<file path="config.mk">
export PLATFORM = sky130hd
export DESIGN_NAME = clk_div_sched
export DESIGN_NICKNAME = d
export VERILOG_FILES = /design/src/rtl/clk_div_sched_pkg.sv /design/src/rtl/clk_div_sched_rr_arbiter.sv /design/src/rtl/clk_div_sched.sv
export SDC_FILE = /design/constraint.sdc
export NUM_CORES = 1
export LEC_CHECK = 0
export BUFFER_PORTS_ARGS = -buffer_cell sky130_fd_sc_hd__buf_4
export CAP_MARGIN = 30
export CELL_PAD_IN_SITES_DETAIL_PLACEMENT = 1
export CELL_PAD_IN_SITES_GLOBAL_PLACEMENT = 1
export CORE_MARGIN = 2
export CORE_UTILIZATION = 44
export CTS_CLUSTER_DIAMETER = 150
export CTS_CLUSTER_SIZE = 8
export DETAILED_ROUTE_END_ITERATION = 10
export PLACE_DENSITY_LB_ADDON = 0.1
export SYNTH_ARGS = -nofsm -noshare
export SYNTH_HDL_FRONTEND = slang
export SYNTH_SLANG_ARGS = --single-unit
</file>
<file path="constraint.sdc">
create_clock -name i_ref_clk -period 4.4 [get_ports i_ref_clk]
set_input_delay 0.44 -clock i_ref_clk [delete_from_list [all_inputs] [get_ports i_ref_clk]]
set_output_delay 0.44 -clock i_ref_clk [all_outputs]
set_load 0.02 [all_outputs]
</file>
<file path="src/rtl/clk_div_sched_pkg.sv">
// Shared types, defaults and sizing helpers for the clock-divider change scheduler.
package clk_div_sched_pkg;

    typedef enum logic [2:0] {
        StIdle,
        StGate,
        StLoad,
        StSettle,
        StRelease
    } state_e;

    localparam int unsigned DEF_DIV_W       = 8;
    localparam int unsigned DEF_N_REQ       = 2;
    localparam int unsigned DEF_QUIESCE_CYC = 2;
    localparam int unsigned DEF_SETTLE_CYC  = 4;
    localparam int unsigned DEF_RESET_RATIO = 1;

    // Counter must hold the larger of the two phase lengths minus one, plus headroom.
    function automatic int unsigned cnt_width(input int unsigned q, input int unsigned s);
        int unsigned m;
        m = (q > s) ? q : s;
        return $clog2(m) + 1;
    endfunction

    function automatic int unsigned idx_width(input int unsigned n);
        return (n > 1) ? $clog2(n) : 1;
    endfunction

endpackage

</file>
<file path="src/rtl/clk_div_sched_rr_arbiter.sv">
// Round-robin arbiter: combinational grant from the pointer, pointer moves past each grant.
module rr_arbiter
    import clk_div_sched_pkg::*;
#(
    parameter int unsigned N_REQ = DEF_N_REQ,
    parameter int unsigned IDX_W = idx_width(N_REQ)
) (
    input  logic             i_ref_clk,
    input  logic             i_rst_n,
    input  logic [N_REQ-1:0] i_req,
    input  logic             i_adv,
    output logic [N_REQ-1:0] o_gnt,
    output logic [IDX_W-1:0] o_gnt_idx
);

    logic [IDX_W-1:0] ptr_q;
    logic             found;
    int unsigned      k;

    always_comb begin
        o_gnt     = '0;
        o_gnt_idx = '0;
        found     = 1'b0;
        k         = 0;
        for (int unsigned i = 0; i < N_REQ; i++) begin
            k = (int'(ptr_q) + i) % N_REQ;
            if (!found && i_req[k[IDX_W-1:0]]) begin
                found                 = 1'b1;
                o_gnt[k[IDX_W-1:0]]   = 1'b1;
                o_gnt_idx             = k[IDX_W-1:0];
            end
        end
    end

    always_ff @(posedge i_ref_clk) begin
        if (!i_rst_n) begin
            ptr_q <= '0;
        end else if (i_adv) begin
            ptr_q <= (int'(o_gnt_idx) == N_REQ - 1) ? '0 : o_gnt_idx + 1'b1;
        end
    end

endmodule

</file>
<file path="src/rtl/clk_div_sched.sv">
// Sequences divide-ratio changes into ClkDiv: gate enable, load ratio, settle, re-enable, ack.
module clk_div_sched
    import clk_div_sched_pkg::*;
#(
    parameter int unsigned DIV_W       = DEF_DIV_W,
    parameter int unsigned N_REQ       = DEF_N_REQ,
    parameter int unsigned QUIESCE_CYC = DEF_QUIESCE_CYC,
    parameter int unsigned SETTLE_CYC  = DEF_SETTLE_CYC,
    parameter int unsigned RESET_RATIO = DEF_RESET_RATIO
) (
    input  logic                   i_ref_clk,
    input  logic                   i_rst_n,
    input  logic                   i_enable,
    input  logic [N_REQ-1:0]       i_req,
    input  logic [N_REQ*DIV_W-1:0] i_ratio,
    output logic [N_REQ-1:0]       o_ack,
    output logic                   o_err,
    output logic                   o_busy,
    output logic                   o_clk_en,
    output logic [DIV_W-1:0]       o_div_ratio
);

    localparam int unsigned CNT_W = cnt_width(QUIESCE_CYC, SETTLE_CYC);
    localparam int unsigned IDX_W = idx_width(N_REQ);
    localparam logic [N_REQ-1:0] ONE_HOT0 = N_REQ'(1);

    state_e           state_q;
    logic [CNT_W-1:0] cnt_q;
    logic [DIV_W-1:0] ratio_lat_q;
    logic [IDX_W-1:0] idx_lat_q;

    logic [N_REQ-1:0] elig;
    logic [N_REQ-1:0] gnt;
    logic [IDX_W-1:0] gnt_idx;
    logic             gnt_vld;
    logic [DIV_W-1:0] gnt_ratio;

    // A requester still holding req in its ack cycle must not be re-granted.
    assign elig      = (state_q == StIdle) ? (i_req & ~o_ack) : '0;
    assign gnt_vld   = (state_q == StIdle) && (|gnt);
    assign gnt_ratio = i_ratio[int'(gnt_idx)*DIV_W +: DIV_W];

    rr_arbiter #(
        .N_REQ (N_REQ),
        .IDX_W (IDX_W)
    ) u_arb (
        .i_ref_clk (i_ref_clk),
        .i_rst_n   (i_rst_n),
        .i_req     (elig),
        .i_adv     (gnt_vld),
        .o_gnt     (gnt),
        .o_gnt_idx (gnt_idx)
    );

    always_ff @(posedge i_ref_clk) begin
        if (!i_rst_n) begin
            state_q     <= StIdle;
            cnt_q       <= '0;
            ratio_lat_q <= '0;
            idx_lat_q   <= '0;
            o_ack       <= '0;
            o_err       <= 1'b0;
            o_busy      <= 1'b0;
            o_clk_en    <= 1'b0;
            o_div_ratio <= DIV_W'(RESET_RATIO);
        end else begin
            o_ack <= '0;
            o_err <= 1'b0;
            unique case (state_q)
                StIdle: begin
                    o_clk_en <= i_enable;
                    if (gnt_vld) begin
                        if (gnt_ratio == '0) begin
                            o_ack <= gnt;
                            o_err <= 1'b1;
                        end else if (gnt_ratio == o_div_ratio) begin
                            o_ack <= gnt;
                        end else begin
                            ratio_lat_q <= gnt_ratio;
                            idx_lat_q   <= gnt_idx;
                            o_clk_en    <= 1'b0;
                            o_busy      <= 1'b1;
                            cnt_q       <= CNT_W'(QUIESCE_CYC - 1);
                            state_q     <= StGate;
                        end
                    end
                end
                StGate: begin
                    o_clk_en <= 1'b0;
                    if (cnt_q == '0) begin
                        state_q <= StLoad;
                    end else begin
                        cnt_q <= cnt_q - 1'b1;
                    end
                end
                StLoad: begin
                    o_clk_en    <= 1'b0;
                    o_div_ratio <= ratio_lat_q;
                    cnt_q       <= CNT_W'(SETTLE_CYC - 1);
                    state_q     <= StSettle;
                end
                StSettle: begin
                    o_clk_en <= 1'b0;
                    if (cnt_q == '0) begin
                        state_q <= StRelease;
                    end else begin
                        cnt_q <= cnt_q - 1'b1;
                    end
                end
                StRelease: begin
                    o_ack    <= ONE_HOT0 << idx_lat_q;
                    o_busy   <= 1'b0;
                    o_clk_en <= i_enable;
                    state_q  <= StIdle;
                end
                default: state_q <= StIdle;
            endcase
        end
    end

endmodule

</file>
Word level (Yosys, flattened, before mapping)
Index checks and enable logic that the tools add are counted.
- register bits: 29
- output and inout port bits: 13
- input port bits: 21
- reductions and logical operators: 19
- bitwise gates (word level): 5
- $add $sub $neg: 3
- equal/unequal tests: 11
- shift-type cells: 2
- order comparisons: 4
- mux-type cells: 36
- operators with widths (operator ; number):
    $mux 3 ; 6
    $mux 1 ; 17
    $shiftx 16x5->8 ; 1
    $mux 2 ; 6
    $ne 2x2->1 const B ; 6
    $pmux 3 s4 ; 1
    $reduce_and 5->1 ; 2
    $pmux 3 s3 ; 1
    $eq 8x8->1 ; 1
    $logic_not 8->1 ; 1
    $reduce_and 4->1 ; 2
    $eq 3x2->1 const B ; 2
    $logic_not 3->1 ; 2
    $reduce_bool 3->1 ; 2
    $logic_and 1x1->1 ; 4
    $lt 1x2->1 const B ; 2
    $pmux 2 s2 ; 1
    $reduce_or 2->1 ; 2
    $eq 3x1->1 const B ; 1
    $eq 3x3->1 const B ; 1
    $pmux 1 s3 ; 1
    $reduce_and 3->1 ; 1
    $reduce_or 3->1 ; 1
    $sub 3x1->3 const B ; 1
    11 further kinds ; 15

Logic depth before layout (Yosys ltp)
Gate-level depths: netlist (run 1).
- word-level depth: 15
- depth in mapped cells: 8
- depth with buffers taken out: 8

Hierarchy
From an unflattened synthesis (run 1), not the netlist that was laid out.
- cell total of the unflattened synthesis: 156
- area, all modules: 1478.9 um^2
- modules (own cells, without submodules) (module ; cells each ; times used ; area an instance (um^2) ; seq. area each (um^2)):
    clk_div_sched ; 149 ; 1 ; 1411.4 ; 560.5
    rr_arbiter ; 7 ; 1 ; 67.6 ; 20.0

Worst setup path before layout (run 1)
No wires, ideal clock.
- path type: input port to flip-flop
- start: input port i_req[0]
- end: register o_busy
- cell stages on the path: 7
- buffers on the path: 1
- arrival: 2.462 ns
- setup slack: 1.819 ns
- cell sequence: nor3b_1 o31ai_2 and3_1 or4_4 o31a_1 buf_6 o221a_1
- longest elaborated chain between the ends: 12
- RTL lines (element ; line ; RTL):
    from (decl) ; clk_div_sched.sv:14 ; input logic [N_REQ-1:0] i_req,
    $and 2x2->2 * ; clk_div_sched.sv:39 ; assign elig = (state_q == StIdle) ? (i_req & ~o_ack) : '0;
    $mux 2 * ; clk_div_sched.sv:39 ;
    $mux 1 (not written as such) (2 in series) ; clk_div_sched_rr_arbiter.sv:27 ; if (!found && i_req[k[IDX_W-1:0]]) begin
    $mux 1 ; clk_div_sched_rr_arbiter.sv:27 ;
    $logic_not 1->1 ; clk_div_sched_rr_arbiter.sv:27 ;
    $logic_and 1x1->1 ; clk_div_sched_rr_arbiter.sv:27 ;
    $mux 1 or $mux 2 (tied branches) ; clk_div_sched_rr_arbiter.sv:27 ;
    $shiftx 16x5->8 or $reduce_or 2->1 (tied branches) ; clk_div_sched.sv:41, clk_div_sched.sv:40 ;
    $eq 8x8->1 (tied with other cells) ; clk_div_sched.sv:76 ; end else if (gnt_ratio == o_div_ratio) begin
    $ne 2x2->1 (no source line) ; - ;
    $reduce_and 4->1 (no source line) * ; - ;
    to (signal assigned) ; clk_div_sched.sv:63 ; o_busy <= 1'b0;
    to (signal assigned) ; clk_div_sched.sv:82 ; o_busy <= 1'b1;
    to (signal assigned) ; clk_div_sched.sv:112 ; o_busy <= 1'b0;
    to (decl) ; clk_div_sched.sv:18 ; output logic o_busy,
Every way passes the cells marked *; elsewhere a longest branch is shown, timed or not. The select of a mux whose other input is x is not followed.
A chain may end at the register's enable or synchronous reset.

Worst setup path after layout (run 1)
- start: register state_q[2]
- end: register ratio_lat_q[6]
- longest elaborated chain between the ends: 12
- RTL lines (element ; line ; RTL):
    from (decl) ; clk_div_sched.sv:27 ; state_e state_q;
    from (signal assigned) ; clk_div_sched.sv:57 ; state_q <= StIdle;
    from (signal assigned) ; clk_div_sched.sv:84 ; state_q <= StGate;
    from (signal assigned) ; clk_div_sched.sv:91 ; state_q <= StLoad;
    $logic_not 3->1 * ; clk_div_sched.sv:39, clk_div_sched.sv:40, clk_div_sched.sv:69 ;
    $mux 2 ; clk_div_sched.sv:39 ;
    $mux 1 (not written as such) (2 in series) ; clk_div_sched_rr_arbiter.sv:27 ;
    $mux 1 ; clk_div_sched_rr_arbiter.sv:27 ;
    $logic_not 1->1 ; clk_div_sched_rr_arbiter.sv:27 ;
    $logic_and 1x1->1 ; clk_div_sched_rr_arbiter.sv:27 ;
    $mux 1 ; clk_div_sched_rr_arbiter.sv:27 ;
    $shiftx 16x5->8 ; clk_div_sched.sv:41 ; assign gnt_ratio = i_ratio[int'(gnt_idx)*DIV_W +: DIV_W];
    $eq 8x8->1 or $logic_not 8->1 (tied branches) ; clk_div_sched.sv:76, clk_div_sched.sv:73 ;
    $not 1->1 (no source line) ; - ;
    $reduce_and 4->1 (no source line) ; - ;
    to (signal assigned) ; clk_div_sched.sv:79 ; ratio_lat_q <= gnt_ratio;
    to (decl) ; clk_div_sched.sv:29 ; logic [DIV_W-1:0] ratio_lat_q;
Marked as above.

==> results.txt, run 1 <==
- Critical register-to-register path startpoint: state_q[2]
- Wire length of the first global-routing pass: 7530 um
- In the routed design, unresolved DRC markers number 0.
* Floorplan core area: 0.00361 sq mm
- Setup_tns: 0 ps
* Compound-gate portion of the synthesized area: 0.136
- Antenna violations before repair: 0
* Transition time of the tightest slew-check pin: 718 ps
- GRT Overall Usage: 0.234
* Relative slew slack: 0.521
- Synth Flop Type: sky130_fd_sc_hd__dfxtp_1
* Fillcell total: 428
- Max capacitance violation total: 0
- The worst setup path is captured at a flop.
- For this design the ratio of total power to cell area is 564 mW/mm^2.
* First-pass iteration count of the detailed router: 4
- Worst EP arrival: 3160 ps
- In this run the mean area of a mapped cell was 9.32 sq um.
- Count of buffer and inverter cells on the critical path: 0
* Slowest CP cell: sky130_fd_sc_hd__o31a_1
* Fin. Hold Viols: 0
- Final layout net count: 232
- Port Buf Inserts: 33
- Measured against the total synthesized area, the mux share comes to 0.150.
- Share of the synthesized area in the top cell type: 0.356
* Critical Path RT: 4610 ps
- Worst Hold Class: in -> reg
- Of the cells placed in the final design, the portion with a size suffix greater than 1 is 0.262.
- Setup repair after global routing missed its margin: false
- CP startpoint kind: flop
- Chip height: 64.9 um
* Cell type contributing the most total cell area after synthesis: sky130_fd_sc_hd__dfxtp_1
- Sequential element share of the synthesized area: 0.356
* Start point of the worst min-delay path: i_enable
- In the finished design, the share of the clock period the worst path needs comes to 0.672.
- Overall routed net length: 4280 um
- Of all nets on the critical path, the largest fanout is 10.
* Final count of negative-setup-slack endpoints: 0
* Commonest cells after routing, fill and taps aside: sky130_fd_sc_hd__buf_4, sky130_fd_sc_hd__nand2_1, sky130_fd_sc_hd__dfxtp_1, sky130_fd_sc_hd__mux2i_1, sky130_fd_sc_hd__nor2b_1
- Synthesized-area fraction occupied by xor and xnor cells: 0.0483
- In the synthesized netlist the async set-or-reset flop fraction comes to 0.
- The run finished with clean final reports.
- Area growth from synthesis to layout: 21.7%
- Count of pins on the block boundary: 34
- The count of nets left with antenna violations once routing finished came out at 0.
- Syn nets: 198
- Broken down by cell family, the worst path's largest delay share belongs to simple AND/OR/NAND/NOR gates.
* Path type of the worst setup path: reg -> reg
- Of the total synthesized cell area, the portion taken by full adders, half adders and majority gates is 0.0153.
* Count of flip-flops with a built-in enable after synthesis: 0
- Final weighted congestion in routability-driven placement: 0.807
- The die covers 0.00421 sq mm.
- For this run the aggregate overflow at the end of global routing stands at 0.
* Clk slew on worst S/H paths: 70 ps
- Traced cell by cell, the critical path runs through or3_1, nor3_4, mux2i_1, o2111ai_1, o31a_1, mux2i_1.
- Dividing the detail-routed wire length by the instance count gives 16.6 um.
* Fmax: 338 MHz
- Most common library cell in the layout ignoring fill and taps: sky130_fd_sc_hd__buf_4
- Across the VDD grid, the largest voltage drop is 0.264 mV.
- Top cells by area in the synthesized netlist: sky130_fd_sc_hd__dfxtp_1, sky130_fd_sc_hd__mux2i_1, sky130_fd_sc_hd__nand2_1, sky130_fd_sc_hd__xnor2_1, sky130_fd_sc_hd__nor2b_1
- Number of DRC markers in iteration 0: 92
- Via-to-Cell Ratio: 5.52
- The Yosys step of the flow raised 0 warnings.
- First element of the critical path: state_q[2]
* Count of final max-slew check failures: 0
- At the later pin of the worst-skew pair, clock insertion delay measures 290 ps.
* Post-route total power: 1.12 mW
- CTS root buf: sky130_fd_sc_hd__clkbuf_8
- Cell repeated most along the worst path: sky130_fd_sc_hd__mux2i_1
- The number of global-route vias before repair was 1558.
- Chip Width: 64.9 um
* Largest incremental delay on the critical path: 570 ps
- Diodes inserted: 0
- Clock tree synthesis inserted a total of 5 buffers.
- Via count: 1425
- Of the total synthesized cell area, the portion taken by AND, OR, NAND and NOR gates is 0.253.
- Count of distinct cell types in the synthesized netlist: 46
* CTS max path bufs: 2
* Clock tree skew after final layout: 9.64 ps
* CTS tree: yes
* Dpl hpwl: 3290 um
- Syn Std Cell Area: 0.00163 sq mm
- Synthesized instance count: 175
- In this run the static leakage power is 0.785 nW.
- Counting every sink on the clock net gives 29.
- Post-CTS setup buffer count: 0
- Largest family of logic cells by synthesized area: simple AND/OR/NAND/NOR gates
* Total of flip-flops plus latches after synthesis: 29
- In this run, post-CTS repair resized a total of 0 instances.
- Maximum number of pins on one net before global-route repair: 39
- Post-CTS Hold Buffers: 0
- CTS built an H-tree with a depth of 2.
* Starting density of the core: 0.452
- Rows: 22
- The clock period could shrink to 2960 ps.
==> worst paths after layout <==
kind	endpoint	slack, ps	cells past startpoint
worst max-delay path	ratio_lat_q[6]	1440	6
worst min-delay path	o_clk_en	470	3
worst max register to register	ratio_lat_q[6]	1440	6
worst min register to register	ratio_lat_q[7]	470	2
==> cells by family after synthesis <==
logic type / count (synthesis)
adders and majority gates: 2
muxes: 24
DFF: 29
AOI/OAI and AO/OA: 26
buffers and inverters: 11
xor gates and xnor gates: 9
and+or+nand+nor: 74
==> power by group <==
part           switching [mW]  total (mW)  internal (mW)
Sequential             0.0600       0.390          0.330
Combinational           0.299       0.518          0.218
Clock                   0.103       0.213          0.109
==> Yosys cell counts, types with 2 or more instances <==
library cell,instances
sky130_fd_sc_hd__a21oi_1,3
sky130_fd_sc_hd__a31oi_1,2
sky130_fd_sc_hd__and3_1,2
sky130_fd_sc_hd__buf_6,3
sky130_fd_sc_hd__clkbuf_1,3
sky130_fd_sc_hd__dfxtp_1,29
sky130_fd_sc_hd__ha_1,2
sky130_fd_sc_hd__inv_1,4
sky130_fd_sc_hd__mux2_2,3
sky130_fd_sc_hd__mux2i_1,21
sky130_fd_sc_hd__nand2_1,29
sky130_fd_sc_hd__nand2b_1,3
sky130_fd_sc_hd__nand3_1,4
sky130_fd_sc_hd__nand4_1,4
sky130_fd_sc_hd__nor2_1,6
sky130_fd_sc_hd__nor2b_1,8
sky130_fd_sc_hd__nor3b_1,3
sky130_fd_sc_hd__nor4_1,4
sky130_fd_sc_hd__o2111ai_1,3
sky130_fd_sc_hd__o21ai_0,4
sky130_fd_sc_hd__o31ai_1,2
sky130_fd_sc_hd__o31ai_4,2
sky130_fd_sc_hd__xnor2_1,7
sky130_fd_sc_hd__xor2_1,2
==> routing by layer <==
metal	wire length [um]	global-route usage
met5	0	0
met4	47	0.0479
met3	138	0.0625
met1	1840	0.281
met2	2260	0.416
==> layout make-up <==
type | count | area (sq um) | area share
multi-input combinational | 135 | 987 | 0.497
tap | 48 | 60.1 | 0.0303
clock inverter | 2 | 10.0 | 0.00504
inverter | 4 | 15.0 | 0.00757
clock buffer | 6 | 72.6 | 0.0366
sequential | 29 | 581 | 0.293
timing repair buffer | 34 | 259 | 0.131
==> flip-flops by register name, summed over array words and instances (netlist names) <==
signal and flops:
o_busy 1, u_arb.ptr_q 1, ratio_lat_q 8, state_q 3, o_div_ratio 8, cnt_q 3, o_clk_en 1, o_err 1
idx_lat_q 1, o_ack 2
==> tightest hold or removal path, stage by stage <==
cell,delay [ps]
sky130_fd_sc_hd__buf_4,110
sky130_fd_sc_hd__nand3_1,80
sky130_fd_sc_hd__o21ai_0,80
==> stage by stage <==
stage          cells  setup slack [ps]  utilization  area, sq um  hold WS (ps)
2_1_floorplan    175              1820            -         1630           434
3_3_place_gp     249              1540        0.524         1890           445
3_5_place_dp     249              1450        0.524         1890           460
4_1_cts          257              1440        0.547         1970           465
5_1_grt          258              1230        0.550         1980           458
6_report         258              1440        0.550         1980           469
Power figures use the tool's default switching activity.
==> inputs of run 2 (changes only) <==
--- a/config.mk
+++ b/config.mk
@@ -10,7 +10,7 @@
 export CELL_PAD_IN_SITES_DETAIL_PLACEMENT = 1
 export CELL_PAD_IN_SITES_GLOBAL_PLACEMENT = 1
 export CORE_MARGIN = 2
-export CORE_UTILIZATION = 44
+export CORE_UTILIZATION = 41
 export CTS_CLUSTER_DIAMETER = 150
 export CTS_CLUSTER_SIZE = 8
 export DETAILED_ROUTE_END_ITERATION = 10
==> constraint.sdc (replaced) <==
create_clock -name i_ref_clk -period 2.75 [get_ports i_ref_clk]
set_input_delay 0.275 -clock i_ref_clk [delete_from_list [all_inputs] [get_ports i_ref_clk]]
set_output_delay 0.275 -clock i_ref_clk [all_outputs]
set_load 0.02 [all_outputs]
==> results.txt, run 2 (synthesized netlist as in run 1, its figures left out) <==
- The ratio of cells with drive above 1 in the final layout came to 0.318 (+0.0565).
* Chip height: 67.1 um (+3.4%)
- The peak fanout along the critical path was 7 (-3).
- Commonest cells after routing, fill and taps aside: sky130_fd_sc_hd__buf_4, sky130_fd_sc_hd__nand2_1, sky130_fd_sc_hd__dfxtp_1, sky130_fd_sc_hd__mux2i_1, sky130_fd_sc_hd__nor2b_1
- The clock-pin slew on the worst setup and hold paths was 70 ps (about the same).
- Worst Hold Class: in -> reg
- Total number of clock tree sinks: 29 (unchanged)
- The area growth from synthesis to layout is 30.8%.
- The top-level port count is 34 (unchanged).
- The routed length on met2 came to 2420 um (+7.4%).
- The flow ran to the end, and the final reports show no timing, DRC or antenna violations.
- Worst EP arrival: 2850 ps (-310 ps)
- Fmax: 373 MHz (+10%)
* Clock insertion delay at the later pin of the skew report: 280 ps (about the same)
- Top layer in use: met4
- Leakage power summed over all cells: 0.864 nW (+10%)
* Chip Width: 67.1 um (+3.4%)
- The overall die area is 0.00450 sq mm (+6.9%).
* CP startpoint kind: flop
- The detail-routed net length per standard cell was 18.6 um (+12%).
- Antenna violations before repair: 0 (unchanged)
- Leaving out fill and tap cells, the most frequent cell in the layout is sky130_fd_sc_hd__buf_4.
* Clock buffer count from CTS: 5 (unchanged)
- Fin. Hold Viols: 0 (unchanged)
- Critical register-to-register path startpoint: state_q[0]
- The aggregate global-route resource usage was 0.235 (+0.00165).
- The number of core rows was 22 (unchanged).
- The highest ir drop seen on vdd came to 0.465 mV (+76%).
- Final count of negative-setup-slack endpoints: 0 (unchanged)
- First-pass iteration count of the detailed router: 4 (unchanged)
- The number of DRC violations after detailed-routing iteration 0 came to 58 (-37%).
* Post-route total power: 2.09 mW (+87%)
- The worst endpoint required time is 2920 ps (-1690 ps).
- The HPWL reported at the end of detailed placement is 3560 um (+8.2%).
- The maximum clock path buffer count is 2 (unchanged).
- The maximum number of pins on one net before global-route repair came to 39 (unchanged).
- Fillcell total: 456 (+6.5%)
* CTS tree: yes
* Diodes inserted: 0 (unchanged)
* Via count: 1506 (+5.7%)
- The H-tree level count is 2 (unchanged).
* CTS root buf: sky130_fd_sc_hd__clkbuf_8
- The worst setup path is captured at a flop.
- DRC: 0 (unchanged)
* Final layout net count: 245 (+5.6%)
- Final weighted congestion in routability-driven placement: 0.822 (+1.9%)
- Post-route cell area: 0.00213 sq mm (+7.4%)
- The actual transition at the worst max-transition pin was 402 ps (-316 ps).
- Starting density of the core: 0.435 (-0.0166)
* Biggest regs: o_div_ratio x8, ratio_lat_q x8
* Total power density per cell area: 981 mW/mm^2 (+74%)
- The wire length of the first global-routing pass is 7670 um (+1.8%).
* Path type of the worst setup path: reg -> reg
- The remaining max-slew budget at the tightest pin is 0.730 (+0.209).
- Post-route ant nets: 0 (unchanged)
* Clock tree skew after final layout: 5.47 ps (-4.17 ps)
- The number of max-capacitance violations reported was 0 (unchanged).
* Crit path time final: 2680 ps (-273 ps)
- Number of global-route vias before repair: 1520 (-2.4%)
* First element of the critical path: state_q[0]
* Floorplan core area: 0.00374 sq mm (+3.8%)
- Post-DP Area: 0.00198 sq mm (+4.8%)
* Detailed-routing wirelength on met1: 2280 um (+24%)
- Via-to-Cell Ratio: 5.56 (+0.61%)
* Count of final max-slew check failures: 0 (unchanged)
- Global route total overflow: 0 (unchanged)
* Port Buf Inserts: 33 (unchanged)
- The final period utilization came to 0.976 (+0.304).
* Overall routed net length: 5030 um (+18%)
* Start point of the worst min-delay path: i_enable
- Met3 WL: 195 um (+41%)
-- run 2: final timing paths --
check | endpoint | slack [ps] | cells after the start
worst min-delay path | o_clk_en | 260 | 3
worst max-delay path | ratio_lat_q[6] | 70 | 9
worst min register to register | ratio_lat_q[2] | 470 | 2
worst max register to register | ratio_lat_q[6] | 70 | 9
-- run 2: critical path: stages (launching register included) --
cell,delay [ps]
sky130_fd_sc_hd__dfxtp_1,320
sky130_fd_sc_hd__buf_4,160
sky130_fd_sc_hd__nor3_1,190
sky130_fd_sc_hd__buf_4,180
sky130_fd_sc_hd__nand4_1,170
sky130_fd_sc_hd__and3_1,250
sky130_fd_sc_hd__or4_4,550
sky130_fd_sc_hd__o31a_2,450
sky130_fd_sc_hd__buf_4,190
sky130_fd_sc_hd__mux2i_1,120
-- run 2: cell type report --
| class | instances | area (sq um) | share of cell area |
|---|---|---|---|
| well taps | 48 | 60.1 | 0.0282 |
| multi-input cells | 135 | 1010 | 0.472 |
| repair buffers | 47 | 353 | 0.165 |
| clock buffers | 7 | 86.3 | 0.0405 |
| clock inverters | 1 | 30.0 | 0.0141 |
| flip-flops and latches | 29 | 581 | 0.272 |
| inverters | 4 | 15.0 | 0.00704 |
-- run 2: power breakdown --
group	internal (mW)	switching [mW]
clock network	0.295	0.166
registers	0.528	0.0800
logic	0.455	0.566
-- run 2: repair_timing --
| action | CTS | global route |
|---|---|---|
| endpoints found under the hold margin | 0 | 0 |
| gates resized for setup | 0 | 4 |
| endpoints found under the setup margin | 0 | 11 |
| hold buffers | 0 | 0 |
| buffers inserted | 0 | 2 |
-- run 2: metal layers --
metal / GRT usage / up-vias
li1: - / 725
met1: 0.284 / 730
met2: 0.407 / 37
met3: 0.0557 / 14
met4: 0.0765 / 0
met5: 0 / -
-- run 2: stage by stage --
step	hold slack, ps	instances	worst slack [ps]	setup TNS, ps	utilization
finish	264	271	67.0	0	0.570
global route	287	271	-47.6	-115	0.570
CTS	264	269	20.3	0	0.560
detailed placement	462	261	45.9	0	0.529
global placement	445	261	123	0	0.529
floorplan	426	175	185	0	-
==> inputs of run 3 (changes only) <==
--- a/config.mk
+++ b/config.mk
@@ -9,8 +9,8 @@
 export CAP_MARGIN = 30
 export CELL_PAD_IN_SITES_DETAIL_PLACEMENT = 1
 export CELL_PAD_IN_SITES_GLOBAL_PLACEMENT = 1
-export CORE_MARGIN = 2
-export CORE_UTILIZATION = 41
+export CORE_MARGIN = 3
+export CORE_UTILIZATION = 40
 export CTS_CLUSTER_DIAMETER = 150
 export CTS_CLUSTER_SIZE = 8
 export DETAILED_ROUTE_END_ITERATION = 10
==> results.txt, run 3 (synthesized netlist as in run 1, its figures left out) <==
- Placed cell count: 259 (-0.77%)
- Leakage power summed over all cells: 0.842 nW (-2.5%)
- The remaining design rule violation count came to 0 (unchanged).
- Clock tree synthesis selected as its root buffer the cell sky130_fd_sc_hd__clkbuf_8.
* Via-to-Cell Ratio: 5.48 (-1.4%)
- The worst hold path belongs to the class in -> reg.
* Chip height: 69.8 um (+4.1%)
- Final count of negative-setup-slack endpoints: 0 (unchanged)
- The die extent in x came to 69.8 um (+4.1%).
- Post-DP Area: 0.00197 sq mm (-0.76%)
* Post-Place Worst Slack: 30.5 ps (-15.5 ps)
- Relative slew slack: 0.687 (-0.0430)
- The overall die area was 0.00488 sq mm (+8.5%).
- Most common library cell in the layout ignoring fill and taps: sky130_fd_sc_hd__buf_4
- Transition time of the tightest slew-check pin: 466 ps (+64.3 ps)
- Biggest regs: o_div_ratio x8, ratio_lat_q x8
- The data arrival time of the worst path came to 2720 ps (-130 ps).
- Number of DRC markers in iteration 0: 58 (unchanged)
- The summed negative setup slack over all endpoints came to 0 ps (unchanged).
- The clock skew after layout was 7.25 ps (+1.78 ps).
- Critical Path RT: 2910 ps (about the same)
- The number of max-slew violations in the final report came to 0 (unchanged).
- Final layout net count: 243 (-0.82%)
- The cell area after layout was 0.00209 sq mm (-1.9%).
- Clock buffer count from CTS: 5 (unchanged)
- Fraction of power spent switching nets: 0.395 (+0.00686)
- Number of global-route vias before repair: 1513 (-0.46%)
- Total power density per cell area: 924 mW/mm^2 (-5.8%)
- The ratio of cells with drive above 1 in the final layout was 0.309 (-0.00929).
- The H-tree level count came to 2 (unchanged).
* CTS tree: yes
- Core Util, Final: 0.550 (-0.0191)
- Floorplan core area: 0.00380 sq mm (+1.5%)
* Starting density of the core: 0.429 (-0.00631)
* GRT Overall Usage: 0.193 (-0.0425)
* Run status: finished clean
- Post-route ant nets: 0 (unchanged)
- Via count: 1469 (-2.5%)
- The worst hold slack was 275 ps (+11.9 ps).
- The net switching power of the design came to 0.764 mW (-6.0%).
- Leaving out fill and tap cells, the most frequent cells in the layout are sky130_fd_sc_hd__buf_4, sky130_fd_sc_hd__nand2_1, sky130_fd_sc_hd__dfxtp_1, sky130_fd_sc_hd__mux2i_1, sky130_fd_sc_hd__nor2b_1.
- The clock-pin slew on the worst setup and hold paths is 60 ps (about the same).
* CP startpoint kind: flop
- The detail-routed net length per standard cell came to 16.8 um (-9.6%).
- Clock insertion delay at the later pin of the skew report: 270 ps (about the same)
- The maximum number of pins on one net before global-route repair came to 39 (unchanged).
- Fillcell total: 449 (-1.5%)
- The HPWL reported at the end of detailed placement was 3400 um (-4.6%).
- Part of the power in the clock network: 0.180 (-0.041)
- Setup repair after global routing left no endpoint under its margin.
- Crit path time final: 2560 ps (-119 ps)
- The detailed-router iteration count before antenna repair is 4 (unchanged).
* Maximum resistive drop on vdd: 0.532 mV (+14%)
- Diodes inserted: 0 (unchanged)
- Port Buf Inserts: 33 (unchanged)
- The final non-filler cell total came to 268 (-1.1%).
* Share of the clock period used by the worst path: 0.932 (-0.0434)
- The number of endpoints with negative hold slack in the final report was 0 (unchanged).
- The TritonCTS sink count came to 29 (unchanged).
- Count of pins on the block boundary: 34 (unchanged)
* Share of power burned in combinational logic: 0.504 (+0.015)
* Final weighted congestion in routability-driven placement: 0.774 (-5.9%)
* Path type of the worst setup path: reg -> reg
- Power share of the sequential group: 0.316 (+0.025)
* CTS max path bufs: 2 (unchanged)
* Largest fanout of any net on the critical path: 7 (unchanged)
- The wire length of the first global-routing pass was 7560 um (-1.5%).
- The initial antenna violation count is 0 (unchanged).
- Fmax: 390 MHz (+4.7%)
* Post-layout worst setup margin: 186 ps (+119 ps)
- Critical Path Sink Type: flop
- Overall routed net length: 4500 um (-11%)
* Max capacitance violation total: 0 (unchanged)
- The number of core rows is 22 (unchanged).
* Internal power: 1.17 mW (-8.6%)
- Global route total overflow: 0 (unchanged)
* Post-route total power: 1.93 mW (-7.6%)
- Area growth from synthesis to layout: 28.2%
run 3: cell types whose count changed in the layout (fill, tap and decap cells not counted):
| cell | before | now |
|---|---|---|
| sky130_fd_sc_hd__buf_4 | 47 | 45 |
| sky130_fd_sc_hd__nor3b_1 | 2 | 1 |
| sky130_fd_sc_hd__o31a_2 | 2 | 1 |
| sky130_fd_sc_hd__o31a_1 | 0 | 1 |
| sky130_fd_sc_hd__nor3b_2 | 1 | 2 |
| sky130_fd_sc_hd__bufinv_16 | 1 | 0 |
run 3: power by group through the flow:
stage / Sequential (mW) / Combinational (mW) / Clock (mW)
floorplan: 0.630 / 0.646 / 0
global placement: 0.607 / 0.891 / 0
detailed placement: 0.618 / 0.916 / 0
CTS: 0.610 / 0.926 / 0.362
global route: 0.629 / 1.06 / 0.382
finish: 0.610 / 0.974 / 0.347
run 3: worst paths after layout:
path | from | endpoint | slack, ps | depth (start not counted)
max reg2reg | state_q[1] | ratio_lat_q[2] | 190 | 7
min | i_enable | o_clk_en | 280 | 3
min reg2reg | ratio_lat_q[5] | ratio_lat_q[5] | 460 | 2
max | state_q[1] | ratio_lat_q[2] | 190 | 7
run 3: layout make-up:
cell class	instances	area [sq um]	area share
Tap cell	48	60.1	0.0287
Multi-Input combinational cell	135	1010	0.484
Sequential cell	29	581	0.278
Inverter	4	15.0	0.00718
Clock buffer	7	86.3	0.0413
Timing Repair Buffer	45	338	0.162
run 3: worst max-delay path, stage by stage, from the launching register on:
cell	delay, ps
sky130_fd_sc_hd__dfxtp_1	360
sky130_fd_sc_hd__or3_4	400
sky130_fd_sc_hd__o31ai_2	340
sky130_fd_sc_hd__a21oi_1	120
sky130_fd_sc_hd__or4_4	530
sky130_fd_sc_hd__o31a_1	380
sky130_fd_sc_hd__buf_4	210
sky130_fd_sc_hd__mux2i_1	110
run 3: per-layer routing:
metal / global-route usage / part of all wire / vias up
met1: 0.260 / 0.47 / 698
met4: 0.0745 / 0.020 / 0
met5: 0 / 0 / -
met3: 0.0420 / 0.054 / 10
li1: - / - / 717
met2: 0.300 / 0.46 / 44
run 3: what timing repair did:
| action | CTS | global route |
|---|---|---|
| gates resized for setup | 0 | 4 |
| hold buffers | 0 | 0 |
| endpoints found under the setup margin | 0 | 14 |
| buffers inserted | 0 | 2 |
